===== src/rtl/modradix4_pp_accum.sv =====
// modradix4_pp_accum: serial accumulator for radix-4 Booth partial products.
// Corrects, weights by 4^idx and sums NUM_PP digits, then hands off the product.
module modradix4_pp_accum #(
    parameter int WIDTH  = 8,
    parameter int NUM_PP = 5
) (
    input  logic                      clk,
    input  logic                      rst_n,
    input  logic                      flush,
    input  logic                      pp_valid,
    output logic                      pp_ready,
    input  logic [WIDTH:0]            pp_gen,
    input  logic                      pp_sign,
    output logic                      res_valid,
    input  logic                      res_ready,
    output logic [2*WIDTH-1:0]        res_product,
    output logic [$clog2(NUM_PP)-1:0] pp_idx
);

    localparam int IDXW = $clog2(NUM_PP);
    localparam int ACCW = 2 * WIDTH + 2;

    localparam logic [0:0] ACCUM = 1'b0;
    localparam logic [0:0] DONE  = 1'b1;

    localparam logic [IDXW-1:0] LAST = IDXW'(NUM_PP - 1);

    logic [0:0]      state;
    logic [ACCW-1:0] acc;
    logic [ACCW-1:0] contrib;
    logic [ACCW-1:0] sum;
    logic [WIDTH+1:0] v;
    logic [IDXW:0]   shamt;
    logic            xfer;

    assign pp_ready  = (state == ACCUM);
    assign res_valid = (state == DONE);
    assign xfer      = pp_valid && pp_ready;

    // A set sign bit makes {sign,gen} equal gen - 2^(WIDTH+1); +1 finishes the negation.
    assign v       = {pp_sign, pp_gen} + {{(WIDTH + 1){1'b0}}, pp_sign};
    assign shamt   = {pp_idx, 1'b0};
    assign contrib = {{WIDTH{v[WIDTH+1]}}, v} << shamt;
    assign sum     = acc + contrib;

    always_ff @(posedge clk or negedge rst_n) begin
        if (!rst_n) begin
            state       <= ACCUM;
            acc         <= '0;
            pp_idx      <= '0;
            res_product <= '0;
        end else if (flush) begin
            state  <= ACCUM;
            acc    <= '0;
            pp_idx <= '0;
        end else if (state == ACCUM) begin
            if (xfer) begin
                if (pp_idx == LAST) begin
                    res_product <= sum[2*WIDTH-1:0];
                    state       <= DONE;
                    acc         <= '0;
                    pp_idx      <= '0;
                end else begin
                    acc    <= sum;
                    pp_idx <= pp_idx + 1'b1;
                end
            end
        end else if (res_ready) begin
            state <= ACCUM;
        end
    end

endmodule


===== config.mk =====
export PLATFORM = sky130hd
export DESIGN_NAME = modradix4_pp_accum
export DESIGN_NICKNAME = d
export VERILOG_FILES = /design/src/rtl/modradix4_pp_accum.sv
export SDC_FILE = /design/constraint.sdc
export NUM_CORES = 1
export LEC_CHECK = 0
export BUFFER_PORTS_ARGS = -buffer_cell sky130_fd_sc_hd__clkbuf_2
export CAP_MARGIN = 30
export CORE_MARGIN = 2
export CORE_UTILIZATION = 50
export CTS_CLUSTER_SIZE = 8
export DETAILED_ROUTE_END_ITERATION = 8
export GPL_TIMING_DRIVEN = 0
export PLACE_DENSITY_LB_ADDON = 0.05
export SYNTH_ARGS = -nofsm -noshare
export SYNTH_HDL_FRONTEND = slang
export SYNTH_SLANG_ARGS = --single-unit
export TNS_END_PERCENT = 100

===== constraint.sdc =====
create_clock -name clk -period 3.4 [get_ports clk]
set_input_delay 0.85 -clock clk [delete_from_list [all_inputs] [get_ports clk]]
set_output_delay 0.85 -clock clk [all_outputs]
set_load 0.03 [all_outputs]

# [Yosys cells after proc, flatten, opt, wreduce, memory -nomap -nowiden]
# Cells that the tools add are included.
[classes] n_addsub=3 eq_ne=2 shifts=1 mux=13 n_bitwise=2 n_reduce_logical=4
[ops] op="$mux W18" count=4
[ops] op="$add A18 B18 Y18" count=1
[ops] op="$shl A18 B4 Y18" count=1
[ops] op="$mux W3" count=4
[ops] op="$add A10 B1 Y10" count=1
[ops] op="$mux W1" count=5
[ops] op="$reduce_and A4 Y1" count=1
[ops] op="$add A3 B1 Y3 const B" count=1
[ops] op="$eq A3 B3 Y1 const B" count=1
[ops] op="$ne A2 B2 Y1 const B" count=1
[ops] op="$not A1 Y1" count=2
[ops] op="$reduce_and A2 Y1" count=1
[ops] op="$reduce_bool A2 Y1" count=1
[ops] op="$logic_and A1 B1 Y1" count=1
[word_totals] register_bits=38 input_bits=15 output_inout_bits=21 word_cells=29

# [Logic depth before layout (Yosys ltp)]
[logic_depth] depth_word=7 mapped_depth=18 mapped_depth_nobuf=18

# [Least setup slack after synthesis]
# Ideal clock, no wire load.
[synth_path] path_type="in2reg" from="input port pp_gen[0]" to="register res_product[15]" setup_time_ns=0.125 arrival_ns=3.796 required_ns=3.275 slack_ns=-0.521 cell_stages=17 n_path_buf=0 cell_sequence="ha_1 > ha_1 > nand3_1 > nor3_1 > xnor2_1 > a21oi_1 > a21oi_1 > o22ai_1 > ha_1 > nand4_1 > or2_0 > a31o_1 > a21boi_1 > mux2i_1 > xnor2_2 > xnor2_1 > o21ai_1"
[synth_between] elab_chain_len=3
[synth_lines] element="from (decl)" line_no="12" source="input logic [WIDTH:0] pp_gen,"
[synth_lines] element="$add A10 B1 Y10" line_no="41" source="assign v = {pp_sign, pp_gen} + {{(WIDTH + 1){1'b0}}, pp_sign};"
[synth_lines] element="$shl A18 B4 Y18" line_no="43" source="assign contrib = {{WIDTH{v[WIDTH+1]}}, v} << shamt;"
[synth_lines] element="$add A18 B18 Y18" line_no="44" source="assign sum = acc + contrib;"
[synth_lines] element="to (signal assigned)" line_no="59" source="res_product <= sum[2*WIDTH-1:0];"
[synth_lines] element="to (decl)" line_no="16" source="output logic [2*WIDTH-1:0] res_product,"
# Every way passes these cells.
# A chain may end at the register's enable or synchronous reset.

# [Worst setup path after layout]
[layout_path] from="input port pp_sign" to="register res_product[15]"
[layout_between] elab_chain_len=3
[layout_lines] element="from (decl)" line_no="13" source="input logic pp_sign,"
[layout_lines] element="$add A10 B1 Y10" line_no="41"
[layout_lines] element="$shl A18 B4 Y18" line_no="43"
[layout_lines] element="$add A18 B18 Y18" line_no="44"
# Every way passes these cells.

==> qor.csv <==
stage;metric;value;unit
run_status;outcome;finished, violations left;
routing;top routing layer used;met4;
power_and_ir_drop;Flop pwr share;31.0;%
routing;Post-Route WL;7130;µm
routing;total routed wire length on the met1 layer;3310;µm
routing;Met3 Wirelength;253;µm
cells_and_area;most used cells in the layout excluding fill and tap cells;nand2_1 (50), dfrtp_1 (36), clkbuf_2 (35);
cells_and_area;relative area change from synthesis to final layout;30.1;%
clocking;Clock Path Buffers;2;
worst_setup_path;sort of element at the end of the critical path;flop;
worst_setup_path;Worst path slowest cell;ha_4;
clocking;htree depth;2;
synth;number of storage elements in the synthesis netlist;36;
cells_and_area;final non-filler cell area;3470;µm²
timing;FMAX;260;MHz
synth;Synthesized Nets;338;
timing;post-route clock period utilization;113;%
placement;DPL Wire Length;4800;µm
worst_setup_path;start-to-end type of the worst setup path;in -> reg;
synth;number of enable flip-flop cells after synthesis;0;
synth;Post-Synthesis Cell Area;2660;µm²
floorplanning;I/O Pins;36;
power_and_ir_drop;Peak VDD IR;307;µV
timing;final count of hold timing violations;0;
worst_setup_path;startpoint class of the critical path;input port;
power_and_ir_drop;proportion of total power due to net switching;40.1;%
timing;slew at the pin with the worst max-slew slack;0.840;ns
global_route;via count of the first global-routing pass;2563;
floorplanning;floorplan die area;5930;µm²
timing;Final Max Slew Viols;0;
global_route;largest net degree at the start of global routing;37;
worst_setup_path;required time at the endpoint of the critical path;3.59;ns
placement;input/output buffers;33;
routing;number of design rule violations left after detail routing;0;
global_route;global-route usage over all layers;25.5;%
worst_setup_path;WP depth;19;
synth;Mean Syn Cell Area;8.85;µm²
cells_and_area;most common library cell in the layout ignoring fill and taps;nand2_1;
floorplanning;initial core utilization;51.8;%
cells_and_area;area of all sequential standard cells;901;µm²
cells_and_area;footprint of the multi-input gates;1920;µm²
worst_setup_path;Buffers & Inverters on Critical Path;3;
clocking;TritonCTS buffer count;5;
routing;final routed wire length divided by cell count;16.4;µm
synth;sequential-to-total area share from yosys stat;33.8;%
synth;Synth Flop Type;dfrtp_1;
worst_setup_path;origin of the critical flop-to-flop path;pp_idx[0];
timing;final critical delay including setup and external delays;3.85;ns
timing;Setup WS post-layout;-0.447;ns
cells_and_area;Antenna diodes;0;
routing;ratio of routed vias to standard cells;5.74;
routing;number of nets with antenna violations after detailed routing;0;
placement;placer congestion estimate;0.871;
power_and_ir_drop;portion of total power attributed to combinational logic;50.5;%
timing;Post-Route Skew;0.0116;ns
floorplanning;die outline width;77.0;µm
timing;relative max-transition margin;44.0;%
worst_setup_path;Critical Path Fanout Max;3;
routing;number of optimization iterations in the first detailed-route pass;4;
power_and_ir_drop;power share of the clock group;18.5;%
power_and_ir_drop;final total power;1.72;mW
routing;number of design-rule violations left by the first detailed-router iteration;162;
global_route;remaining global-route overflow;0;
worst_setup_path;Worst R2R End;res_product[15];
run_status;violated checks;negative setup slack;
clocking;TritonCTS clock tree;built;
routing;routed length on met2;3430;µm
worst_setup_path;largest incremental delay on the critical path;0.32;ns
worst_setup_path;cells along the critical path;clkbuf_16 > ha_4 > nand4_1 > nor2_2 > buf_4 > buf_4 > xnor2_1 > a21oi_1 > mux2i_1 > o22ai_2 > ha_4 > nand4_1 > or2_0 > a31o_1 > a21boi_2 > mux2i_2 > xnor2_2 > xnor2_1 > o21ai_1;
worst_setup_path;setup slack of the worst register-to-register path;-0.24;ns
run;Max Cap Viol;0;
power_and_ir_drop;pwr/cell area;497;nW/µm²
cells_and_area;number of filler instances in the final layout;438;
power_and_ir_drop;leakage power;1.73;nW
worst_setup_path;arrival time of data at the critical path endpoint;4.04;ns
floorplanning;core region area;5140;µm²
synth;number of different library cells in the post-synthesis netlist;51;
worst_setup_path;Largest delay share family, worst path;compound AO/OA/AOI/OAI gates;
cells_and_area;share of layout cells above drive strength 1;32.3;%
timing;number of setup violations in the final report;11;
cells_and_area;utilization after layout;67.4;%
worst_setup_path;number of cells traversed by the worst register-to-register path;15;
power_and_ir_drop;switching power;0.690;mW
timing;RSZ-0062 raised after global routing;true;
synth;share of flip-flops with an asynchronous set or reset after synthesis;100;%
power_and_ir_drop;P_int;1.03;mW
synth;Post-Synthesis Cells;301;
clocking;cell chosen for the clock root;clkbuf_8;
min_path;worst hold-check path type;in -> async;
placement;Place WS;-0.896;ns
floorplanning;number of standard-cell rows in the floorplan;26;
routing;detailed-route via count;2497;
clocking;clock transition at the register clock pins on the worst setup and hold paths after CTS;0.09;ns
clocking;clock net sink count;36;
clocking;later-pin clock latency in the skew report;0.30;ns
cells_and_area;final-stage net count;401;
global_route;wire length of the first global-routing pass;12000;µm
global_route;antenna violations before repair;0;
clocking;hold buffer count at CTS;0;
synth;count of yosys warnings during synthesis;0;
placement;Post-DP Area;2990;µm²
floorplanning;die height;77.0;µm
## registers in the layout, summed over array words and instances, names as in the netlist
register and cells:
res_valid 1, res_product 16, pp_idx 3, acc 16
## worst max-delay path by stage
stage / startpoint / endpoint / slack, ns
after detailed placement: pp_sign / res_product[15] / -0.90
after CTS: pp_sign / res_product[15] / -0.38
final: pp_sign / res_product[15] / -0.45
after floorplan: pp_gen[0] / res_product[14] / -0.32
after global routing: pp_sign / res_product[15] / -0.58
after global placement: pp_sign / res_product[15] / -0.93
## routing by layer
layer	GRT usage, %	vias up
met5	0	-
met4	9.11	0
met3	3.88	14
met2	43.1	60
met1	33.4	1210
li1	-	1213
## through the flow
step / cells / TNS [ns] / hold WS (ns)
CTS: 431 / -2.01 / 0.479
global route: 435 / -4.75 / 0.514
finish: 435 / -2.87 / 0.476
detailed placement: 405 / -9.12 / 0.462
global placement: 404 / -9.10 / 0.453
floorplan: 301 / -1.72 / 0.470
## power by group through the flow
stage | Sequential [mW] | Combinational (mW) | Clock (mW)
6_report | 0.534 | 0.870 | 0.319
5_1_grt | 0.542 | 0.942 | 0.340
4_1_cts | 0.533 | 0.803 | 0.326
3_5_place_dp | 0.537 | 0.668 | 0
3_3_place_gp | 0.535 | 0.660 | 0
2_1_floorplan | 0.568 | 0.482 | 0
## cell families after synthesis
| logic type | after synthesis | synth area share, % |
|---|---|---|
| AOI/OAI and AO/OA | 83 | 21.7 |
| muxes | 14 | 5.92 |
| DFF | 36 | 33.8 |
| xor gates and xnor gates | 21 | 7.19 |
| adders and majority gates | 22 | 10.6 |
| and+or+nand+nor | 105 | 17.9 |
| buffers and inverters | 20 | 2.86 |
## Yosys cell counts (all sizes together) (2+ instances only)
master / instances / share of area (%)
and2: 2 / 0.47
o22ai: 4 / 0.94
a211o: 3 / 0.99
a21o: 6 / 1.7
o21ai: 6 / 1.3
ha: 21 / 9.9
buf: 2 / 0.33
mux2i: 6 / 2.3
nand2: 50 / 7.0
or2: 2 / 0.47
nor2b: 2 / 0.47
clkbuf: 11 / 1.6
o21bai: 2 / 0.56
inv: 6 / 0.85
nand4: 3 / 0.70
xnor2: 13 / 4.6
o31ai: 2 / 0.56
nor3: 7 / 1.3
a22o: 16 / 5.3
a31oi: 5 / 1.2
xor2: 8 / 2.6
nand3: 9 / 2.2
o21a: 3 / 0.85
nor2: 24 / 3.4
a211oi: 3 / 0.85
mux2: 8 / 3.7
and3: 2 / 0.70
dfrtp: 36 / 34
a21oi: 26 / 5.0
## layout make-up
type                       count  area share, %
timing repair buffer          56           11.0
clock inverter                 3          0.542
tap                           70           2.53
clock buffer                   5           1.99
inverter                       7          0.758
multi-input combinational    245           55.5
buffer                        13           1.66
sequential                    36           26.0
## repair_timing
action | in CTS | in global routing
setup endpoints to repair | 14 | 16
pin swaps | 30 | 9
gates resized for setup | 29 | 11
setup buffers | 18 | 3
gates cloned | 0 | 0
Power figures use the tool's default switching activity.
